File: src/rtl/cam_download_arbiter_pkg.sv
// Shared definitions for the camera download arbiter.
// Contents:
//   state_e         - arbiter FSM states
//   MAX_LEVEL       - highest meaningful buffer fill step (10 = 100%)
//   GRANT_*         - one-hot link owner encodings
//   level_to_bytes  - converts a 0..10 fill level into a byte count
package cam_download_arbiter_pkg;

   typedef enum logic [2:0] {
      S_IDLE,
      S_GRANT,
      S_FETCH,
      S_CAPTURE,
      S_LOAD,
      S_WAIT_TX,
      S_DONE
   } state_e;

   localparam logic [3:0] MAX_LEVEL  = 4'd10;

   localparam logic [1:0] GRANT_NONE = 2'b00;
   localparam logic [1:0] GRANT_CAM1 = 2'b01;
   localparam logic [1:0] GRANT_CAM2 = 2'b10;

   // Levels above 10 are clamped, so the result stays within 8 bits for
   // any bytes_per_pct up to 25.
   function automatic logic [7:0] level_to_bytes(input logic [3:0] level,
                                                 input int unsigned bytes_per_pct);
      logic [3:0] clamped;
      clamped = (level > MAX_LEVEL) ? MAX_LEVEL : level;
      return 8'(32'(clamped) * bytes_per_pct);
   endfunction

endpackage

File: src/rtl/cam_download_arbiter_if.sv
// Bundle of all signals between the arbiter, the two camera buffers,
// the serializer and the host.
//   master modport : the arbiter
//   slave modport  : the camera buffers / serializer / host side
// Signals:
//   req1/req2          camera ready-to-download requests
//   level1/level2      buffer fill level, 0..10
//   rd_data1/rd_data2  current byte of each buffer
//   rd_strobe1/2       pop one byte from the buffer
//   tx_data/tx_load    byte and load strobe to the serializer
//   tx_empty           serializer has shifted out its byte
//   abort              host abort of the current transfer
//   grant              one-hot link owner
//   busy               transfer in progress
//   done1/done2        download-complete pulses
//   err                sticky serializer timeout flag
interface cam_download_arbiter_if;

   logic       req1;
   logic       req2;
   logic [3:0] level1;
   logic [3:0] level2;
   logic [7:0] rd_data1;
   logic [7:0] rd_data2;
   logic       rd_strobe1;
   logic       rd_strobe2;
   logic [7:0] tx_data;
   logic       tx_load;
   logic       tx_empty;
   logic       abort;
   logic [1:0] grant;
   logic       busy;
   logic       done1;
   logic       done2;
   logic       err;

   modport master (
      input  req1, req2, level1, level2, rd_data1, rd_data2, tx_empty, abort,
      output rd_strobe1, rd_strobe2, tx_data, tx_load, grant, busy,
             done1, done2, err
   );

   modport slave (
      output req1, req2, level1, level2, rd_data1, rd_data2, tx_empty, abort,
      input  rd_strobe1, rd_strobe2, tx_data, tx_load, grant, busy,
             done1, done2, err
   );

endinterface

File: src/rtl/cam_download_arbiter_cycle_timer.sv
// Loadable down-counter with an expire flag.
// Ports:
//   clk_i, rst_ni  clock, asynchronous active-low reset
//   load_i         reload the counter with load_val_i (wins over en_i)
//   load_val_i     reload value
//   en_i           count down by one per cycle, stopping at zero
//   expired_o      counter is at zero
module cycle_timer #(
   parameter int unsigned W = 8
) (
   input  logic         clk_i,
   input  logic         rst_ni,
   input  logic         load_i,
   input  logic [W-1:0] load_val_i,
   input  logic         en_i,
   output logic         expired_o
);

   logic [W-1:0] count_q;
   logic [W-1:0] count_d;

   always_comb begin
      count_d = count_q;
      if (load_i) begin
         count_d = load_val_i;
      end else if (en_i && (count_q != '0)) begin
         count_d = count_q - 1'b1;
      end
   end

   always_ff @(posedge clk_i or negedge rst_ni) begin
      if (!rst_ni) begin
         count_q <= '0;
      end else begin
         count_q <= count_d;
      end
   end

   assign expired_o = (count_q == '0);

endmodule

File: src/rtl/cam_download_arbiter.sv
// Round-robin arbiter sharing one serial download link between two camera
// buffers. The winning camera's buffer is drained byte by byte into the
// serializer (load held LOAD_HOLD cycles, then wait for tx_empty), after
// which the link is released and priority passes to the other camera.
// Ports:
//   clock  camera-domain clock
//   reset  asynchronous active-low reset
//   bus    arbiter side (master modport) of cam_download_arbiter_if
// Parameters:
//   BYTES_PER_PCT  bytes per 10% buffer step
//   LOAD_HOLD      cycles tx_load is held per byte
//   TX_TIMEOUT     cycles to wait for tx_empty before flagging err
module cam_download_arbiter
   import cam_download_arbiter_pkg::*;
#(
   parameter int unsigned BYTES_PER_PCT = 4,
   parameter int unsigned LOAD_HOLD     = 16,
   parameter int unsigned TX_TIMEOUT    = 1023
) (
   input  logic                   clock,
   input  logic                   reset,
   cam_download_arbiter_if.master bus
);

   localparam int unsigned HOLD_W = $clog2(LOAD_HOLD + 1);
   localparam int unsigned TMO_W  = $clog2(TX_TIMEOUT + 1);
   // Counters are reloaded with N-1 so that expiry lands on the N-th cycle.
   localparam logic [HOLD_W-1:0] HOLD_RELOAD = HOLD_W'(LOAD_HOLD - 1);
   localparam logic [TMO_W-1:0]  TMO_RELOAD  = TMO_W'(TX_TIMEOUT - 1);

   state_e     state_q;
   logic [1:0] grant_q;
   logic       busy_q;
   logic       tx_load_q;
   logic [7:0] tx_data_q;
   logic [1:0] rd_strobe_q;
   logic [1:0] done_q;
   logic       err_q;
   logic       ptr_q;        // 0: cam1 has priority, 1: cam2
   logic       owner_q;      // 0: cam1 owns the link, 1: cam2
   logic [7:0] remaining_q;

   logic       hold_expired;
   logic       tmo_expired;
   logic       winner;
   logic [1:0] owner_mask;
   logic [7:0] grant_bytes;

   // Both timers sit loaded while outside their state, so each entry
   // starts a fresh count.
   cycle_timer #(.W(HOLD_W)) u_hold_timer (
      .clk_i      (clock),
      .rst_ni     (reset),
      .load_i     (state_q != S_LOAD),
      .load_val_i (HOLD_RELOAD),
      .en_i       (state_q == S_LOAD),
      .expired_o  (hold_expired)
   );

   cycle_timer #(.W(TMO_W)) u_tmo_timer (
      .clk_i      (clock),
      .rst_ni     (reset),
      .load_i     (state_q != S_WAIT_TX),
      .load_val_i (TMO_RELOAD),
      .en_i       (state_q == S_WAIT_TX),
      .expired_o  (tmo_expired)
   );

   // With both requests pending the pointer decides; otherwise the lone
   // requester wins.
   assign winner      = (bus.req1 && bus.req2) ? ptr_q : bus.req2;
   assign owner_mask  = owner_q ? GRANT_CAM2 : GRANT_CAM1;
   assign grant_bytes = level_to_bytes(owner_q ? bus.level2 : bus.level1, BYTES_PER_PCT);

   always_ff @(posedge clock or negedge reset) begin
      if (!reset) begin
         state_q     <= S_IDLE;
         grant_q     <= GRANT_NONE;
         busy_q      <= 1'b0;
         tx_load_q   <= 1'b0;
         tx_data_q   <= 8'h00;
         rd_strobe_q <= 2'b00;
         done_q      <= 2'b00;
         err_q       <= 1'b0;
         ptr_q       <= 1'b0;
         owner_q     <= 1'b0;
         remaining_q <= 8'd0;
      end else begin
         rd_strobe_q <= 2'b00;
         done_q      <= 2'b00;
         if (bus.abort && (state_q != S_IDLE)) begin
            // Abort beats everything, including a simultaneous timeout.
            state_q   <= S_IDLE;
            grant_q   <= GRANT_NONE;
            busy_q    <= 1'b0;
            tx_load_q <= 1'b0;
            ptr_q     <= ~owner_q;
         end else begin
            case (state_q)
               S_IDLE: begin
                  if (bus.req1 || bus.req2) begin
                     owner_q <= winner;
                     grant_q <= winner ? GRANT_CAM2 : GRANT_CAM1;
                     busy_q  <= 1'b1;
                     state_q <= S_GRANT;
                  end
               end
               S_GRANT: begin
                  remaining_q <= grant_bytes;
                  if (grant_bytes == 8'd0) begin
                     done_q  <= owner_mask;
                     grant_q <= GRANT_NONE;
                     busy_q  <= 1'b0;
                     state_q <= S_DONE;
                  end else begin
                     rd_strobe_q <= owner_mask;
                     state_q     <= S_FETCH;
                  end
               end
               S_FETCH: begin
                  state_q <= S_CAPTURE;
               end
               S_CAPTURE: begin
                  // The buffer presents the popped byte one cycle after the strobe.
                  tx_data_q <= owner_q ? bus.rd_data2 : bus.rd_data1;
                  tx_load_q <= 1'b1;
                  state_q   <= S_LOAD;
               end
               S_LOAD: begin
                  if (hold_expired) begin
                     tx_load_q <= 1'b0;
                     state_q   <= S_WAIT_TX;
                  end
               end
               S_WAIT_TX: begin
                  if (bus.tx_empty) begin
                     remaining_q <= remaining_q - 8'd1;
                     if (remaining_q == 8'd1) begin
                        done_q  <= owner_mask;
                        grant_q <= GRANT_NONE;
                        busy_q  <= 1'b0;
                        state_q <= S_DONE;
                     end else begin
                        rd_strobe_q <= owner_mask;
                        state_q     <= S_FETCH;
                     end
                  end else if (tmo_expired) begin
                     // Serializer never came back: abandon, and rotate so the
                     // other camera is not starved by a stuck transfer.
                     err_q   <= 1'b1;
                     grant_q <= GRANT_NONE;
                     busy_q  <= 1'b0;
                     ptr_q   <= ~owner_q;
                     state_q <= S_IDLE;
                  end
               end
               S_DONE: begin
                  ptr_q   <= ~owner_q;
                  state_q <= S_IDLE;
               end
               default: begin
                  state_q <= S_IDLE;
               end
            endcase
         end
      end
   end

   // Strobes and pulses are cut in the abort cycle itself, not a cycle later.
   assign bus.tx_load    = tx_load_q & ~bus.abort;
   assign bus.rd_strobe1 = rd_strobe_q[0] & ~bus.abort;
   assign bus.rd_strobe2 = rd_strobe_q[1] & ~bus.abort;
   assign bus.done1      = done_q[0] & ~bus.abort;
   assign bus.done2      = done_q[1] & ~bus.abort;
   assign bus.tx_data    = tx_data_q;
   assign bus.grant      = grant_q;
   assign bus.busy       = busy_q;
   assign bus.err        = err_q;

endmodule

File: src/flat_wrapper.sv
// flat-port wrapper written by rule: the top's interface ports become plain ports
module cam_download_arbiter_flat import cam_download_arbiter_pkg::*;
#(
   parameter int unsigned BYTES_PER_PCT = 4,
   parameter int unsigned LOAD_HOLD     = 16,
   parameter int unsigned TX_TIMEOUT    = 1023
)
  (clock, reset, bus_req1, bus_req2, bus_level1, bus_level2, bus_rd_data1, bus_rd_data2, bus_tx_empty, bus_abort, bus_rd_strobe1, bus_rd_strobe2, bus_tx_data, bus_tx_load, bus_grant, bus_busy, bus_done1, bus_done2, bus_err);
  cam_download_arbiter_if bus_i ();
  input  logic clock;
  input  logic reset;
  input wire logic [$bits(bus_i.req1)-1:0] bus_req1;
  input wire logic [$bits(bus_i.req2)-1:0] bus_req2;
  input wire logic [$bits(bus_i.level1)-1:0] bus_level1;
  input wire logic [$bits(bus_i.level2)-1:0] bus_level2;
  input wire logic [$bits(bus_i.rd_data1)-1:0] bus_rd_data1;
  input wire logic [$bits(bus_i.rd_data2)-1:0] bus_rd_data2;
  input wire logic [$bits(bus_i.tx_empty)-1:0] bus_tx_empty;
  input wire logic [$bits(bus_i.abort)-1:0] bus_abort;
  output wire logic [$bits(bus_i.rd_strobe1)-1:0] bus_rd_strobe1;
  output wire logic [$bits(bus_i.rd_strobe2)-1:0] bus_rd_strobe2;
  output wire logic [$bits(bus_i.tx_data)-1:0] bus_tx_data;
  output wire logic [$bits(bus_i.tx_load)-1:0] bus_tx_load;
  output wire logic [$bits(bus_i.grant)-1:0] bus_grant;
  output wire logic [$bits(bus_i.busy)-1:0] bus_busy;
  output wire logic [$bits(bus_i.done1)-1:0] bus_done1;
  output wire logic [$bits(bus_i.done2)-1:0] bus_done2;
  output wire logic [$bits(bus_i.err)-1:0] bus_err;
  assign bus_i.req1 = bus_req1;
  assign bus_i.req2 = bus_req2;
  assign bus_i.level1 = bus_level1;
  assign bus_i.level2 = bus_level2;
  assign bus_i.rd_data1 = bus_rd_data1;
  assign bus_i.rd_data2 = bus_rd_data2;
  assign bus_i.tx_empty = bus_tx_empty;
  assign bus_i.abort = bus_abort;
  assign bus_rd_strobe1 = bus_i.rd_strobe1;
  assign bus_rd_strobe2 = bus_i.rd_strobe2;
  assign bus_tx_data = bus_i.tx_data;
  assign bus_tx_load = bus_i.tx_load;
  assign bus_grant = bus_i.grant;
  assign bus_busy = bus_i.busy;
  assign bus_done1 = bus_i.done1;
  assign bus_done2 = bus_i.done2;
  assign bus_err = bus_i.err;
  cam_download_arbiter #(.BYTES_PER_PCT(BYTES_PER_PCT), .LOAD_HOLD(LOAD_HOLD), .TX_TIMEOUT(TX_TIMEOUT)) u_core (.clock(clock), .reset(reset), .bus(bus_i));
endmodule
File: config.mk
export PLATFORM = sky130hd
export DESIGN_NAME = cam_download_arbiter_flat
export DESIGN_NICKNAME = d
export VERILOG_FILES = /design/src/rtl/cam_download_arbiter_pkg.sv /design/src/rtl/cam_download_arbiter_if.sv /design/src/rtl/cam_download_arbiter_cycle_timer.sv /design/src/rtl/cam_download_arbiter.sv /design/src/flat_wrapper.sv
export SDC_FILE = /design/constraint.sdc
export NUM_CORES = 1
export LEC_CHECK = 0
export CORE_MARGIN = 2
export CORE_UTILIZATION = 35
export DETAILED_ROUTE_END_ITERATION = 10
export PLACE_DENSITY = 0.59
export SETUP_SLACK_MARGIN = 0.4
export SLEW_MARGIN = 0
export SYNTH_ARGS = -nofsm -noshare
export SYNTH_HDL_FRONTEND = slang
export SYNTH_HIERARCHICAL = 1
export SYNTH_SLANG_ARGS = --single-unit
File: constraint.sdc
create_clock -name clock -period 2.7 [get_ports clock]
set_input_delay 0.54 -clock clock [delete_from_list [all_inputs] [get_ports clock]]
set_output_delay 0.54 -clock clock [all_outputs]
set_load 0.03 [all_outputs]
==> out/results.ini <==
[routing]
dr.pass1.iters = 4
routed_wl_um = 6344
vias_per_cell = 5.027
remaining_drc_errors = 0
ant_nets = 0
vias = 2383
drt_iter0_markers = 175
wl_per_cell_um = 13.38

[worst_setup_path]
crit_fanout = 3
end_kind = flip-flop
setup.worst_path.class = flip-flop to flip-flop
slowest_delay_ns = 0.54
worstPathArrival_ns = 2.89
worst_path_most_repeated_cell = or4_4
cp.required_ns = 2.89
slowest_stage = or4_4
r2r_slack_ns = 0.006
start_kind = flip-flop
ff2ff_path_depth = 8
cp_cell_sequence = or4_4 > or3_4 > inv_2 > or2b_4 > nand3_2 > a21oi_2 > or4_4 > mux2_4
r2r-start = u_core/u_tmo_timer/count_q[8]$_DFFE_PN0P_
r2r_end = u_core/bus.grant[0]$_DFFE_PN0P_

[yosys]
synth_edf_count = 0
synth_top_family_by_area = simple AND/OR/NAND/NOR gates
muxShareOfSynthArea_pct = 6.071
synth_fa_ha_area_share_pct = 1.882
synth_cells = 298
yosysWarnings = 6
yosysMostFrequentCell = dfrtp_1
async_flop_share_pct = 100.0
synth_largest_area_cell = dfrtp_1
syn-mean-instance-area_um2 = 8.922
synthSimpleGateAreaFrac_pct = 24.05
netlist.area_leader.share_pct = 42.35
synth_area_leaders = dfrtp_1 (42%), a21oi_1 (4.7%), nor2_1 (4.4%)
synth-compound-area-share_pct = 19.48
synth_seq_cells = 45
synth_common_cells = dfrtp_1 (45), nor2_1 (31), nand2_1 (26), a21oi_1 (25), o21ai_0 (22)
synthXorXnorAreaFrac_pct = 1.647
syn_area_um2 = 2659
ys_types = 56
yosysSeqAreaShare_pct = 42.35
ys.flop_type = dfrtp_1

[timing]
min_period_over_period_pct = 99.77
post-route-min-period_ns = 2.694
relSlewSlack_pct = 59.92
finalMaxSlewViolations = 0
hold_viol_final = 0
setup_slack_ns = 0.006167
finalSetupViolCount = 0
finalClockSkew_ns = 0.004887
fmax_ghz = 0.3712
worst_pin_slew_ns = 0.5949
rsz0062_at_grt = yes
hold_slack_ns = 0.1712

[clock_network]
cts_made_buffers = 5
clock_latency_ns = 0.31
cts_tree = done
clockRootBuffer = clkbuf_8
cts.sinks = 45
hold_buffers = 0
cts.path.max_buffers = 2
h-tree-depth = 2
clk_pin_slew_ns = 0.09

[floorplanning]
fp-row-count = 31
start_util_pct = 36.46
io_pins = 47
dieArea_um2 = 8310
coreArea_um2 = 7292
die_w_um = 91.16
die_h_um = 91.16

[global_route]
grt_first_pass_wirelength_um = 11010
grt_max_degree = 30
grt_usage_pct = 16.16
antenna_found_initial = 0
grt.overflow.total = 0
grt_pass1_vias = 2354

[layout]
nFillCells = 744
nNetsFinal = 408
syn_to_final_growth_pct = 34.07
drive_above_1_share_pct = 16.53
multi_input_area_um2 = 1505
seqCellArea_um2 = 1127
diodes = 0

[placed_design]
globalplace.congestion = 0.8599
dp_hpwl_um = 4633
place_ws_ns = -0.006627
port_buffers = 46

[run_status]
status = complete, no violations

[worst_hold_path]
min_path_type = primary input to asynchronous set/reset pin

[flow_run]
cap_viol_max_count = 0

[power]
power_density_nw_per_um2 = 833.4
total_power_mw = 2.971
vdd_drop_max_mv = 0.4482
p_leak_nw = 1.550

-- power by group --
| group | switching [mW] | total [mW] | leakage [nW] | internal (mW) |
|---|---|---|---|---|
| sequential | 0.181 | 1.06 | 0.552 | 0.880 |
| combinational | 0.744 | 1.37 | 0.941 | 0.625 |
| clock | 0.240 | 0.541 | 0.0574 | 0.301 |
-- cell usage in the layout (no fill, tap or decap), types with 3 or more instances in the layout --
| cell | netlist | routed |
|---|---|---|
| nand2b_1 | 3 | 3 |
| or3_1 | 4 | 3 |
| nor4_1 | 5 | 5 |
| nor2_1 | 31 | 30 |
| mux2i_1 | 9 | 9 |
| nor3_1 | 8 | 8 |
| a211oi_1 | 3 | 3 |
| dlygate4sd2_1 | 0 | 3 |
| nor2b_1 | 13 | 13 |
| inv_1 | 17 | 16 |
| o31a_1 | 3 | 3 |
| buf_4 | 0 | 24 |
| ha_1 | 4 | 4 |
| o21ai_0 | 22 | 21 |
| clkbuf_8 | 0 | 6 |
| nand2_1 | 26 | 26 |
| a22oi_1 | 3 | 3 |
| or4_1 | 3 | 3 |
| o31ai_1 | 4 | 4 |
| a21oi_1 | 25 | 24 |
| dfrtp_1 | 45 | 44 |
| clkdlybuf4s50_1 | 0 | 39 |
| xnor2_1 | 3 | 3 |
| mux2_2 | 5 | 5 |
| nor3b_1 | 3 | 3 |
| conb_1 | 2 | 15 |
-- sequential cells by signal, summed over array words and instances (netlist names), 2 cells and up --
name / flops
u_core/done_q: 2
u_core/u_hold_timer/count_q: 5
u_core/remaining_q: 8
u_core/bus.grant: 2
u_core/rd_strobe_q: 2
u_core/state_q: 3
u_core/u_tmo_timer/count_q: 10
u_core/bus.tx_data: 8
-- worst max-delay path by stage --
stage	endpoint	startpoint	slack [ns]
finish	u_core/bus.grant[0]$_DFFE_PN0P_	u_core/u_tmo_timer/count_q[8]$_DFFE_PN0P_	0.006
global route	u_core/bus.grant[0]$_DFFE_PN0P_	u_core/u_tmo_timer/count_q[8]$_DFFE_PN0P_	-0.07
CTS	u_core/bus.grant[0]$_DFFE_PN0P_	u_core/u_tmo_timer/count_q[8]$_DFFE_PN0P_	0.02
detailed placement	u_core/bus.grant[0]$_DFFE_PN0P_	u_core/u_tmo_timer/count_q[8]$_DFFE_PN0P_	-0.007
global placement	u_core/bus.grant[0]$_DFFE_PN0P_	u_core/u_tmo_timer/count_q[8]$_DFFE_PN0P_	0.03
floorplan	u_core/bus.grant[0]$_DFFE_PN0P_	u_core/u_tmo_timer/count_q[8]$_DFFE_PN0P_	0.005
-- cell families (layout without fill, tap and decap cells) --
group | Yosys count | count (layout)
flip-flops | 45 | 45
adder cells (fa/ha/maj) | 4 | 4
XOR/XNOR | 5 | 5
AND/OR/NAND/NOR | 116 | 116
buffers and inverters | 30 | 94
other | 2 | 15
AO/OA/AOI/OAI | 81 | 81
multiplexers | 15 | 15
-- final cells by class --
cell class / instances / share of cell area (%)
clock buffers: 6 / 2.317
inverters: 17 / 1.790
repair buffers: 69 / 17.51
multi-input cells: 236 / 42.23
well taps: 99 / 3.475
clock inverters: 2 / 1.053
flip-flops and latches: 45 / 31.63
-- layer usage --
metal / vias up / track usage, % / wire (um)
li1: 1201 / - / -
met1: 1122 / 21.70 / 2894
met2: 53 / 26.11 / 3091
met3: 7 / 4.315 / 295
met4: 0 / 3.662 / 63
met5: - / 0 / 0
-- critical path, delay by kind of cell (launching register included) --
family / cells / cell delay [ns]
buf+inv: 1 / 0.06
mux: 1 / 0.31
simple gates: 5 / 1.79
flops: 1 / 0.38
compound gates: 1 / 0.03
-- what timing repair did --
item / 4_1_cts / 5_1_grt
pin swaps: 2 / 1
gates resized for setup: 8 / 7
gates cloned: 0 / 0
setup buffers: 1 / 0
endpoints found under the setup margin: 8 / 12
-- metrics by stage --
stage / utilization, % / TNS (ns) / cells / area [um2]
CTS: 48.56 / 0 / 474 / 3541
finish: 48.88 / 0 / 474 / 3565
global placement: 46.74 / 0 / 465 / 3408
floorplan: - / 0 / 311 / 2715
detailed placement: 46.74 / -0.006627 / 465 / 3408
global route: 48.88 / -0.07143 / 474 / 3565
(Power assumes the default switching activity.)
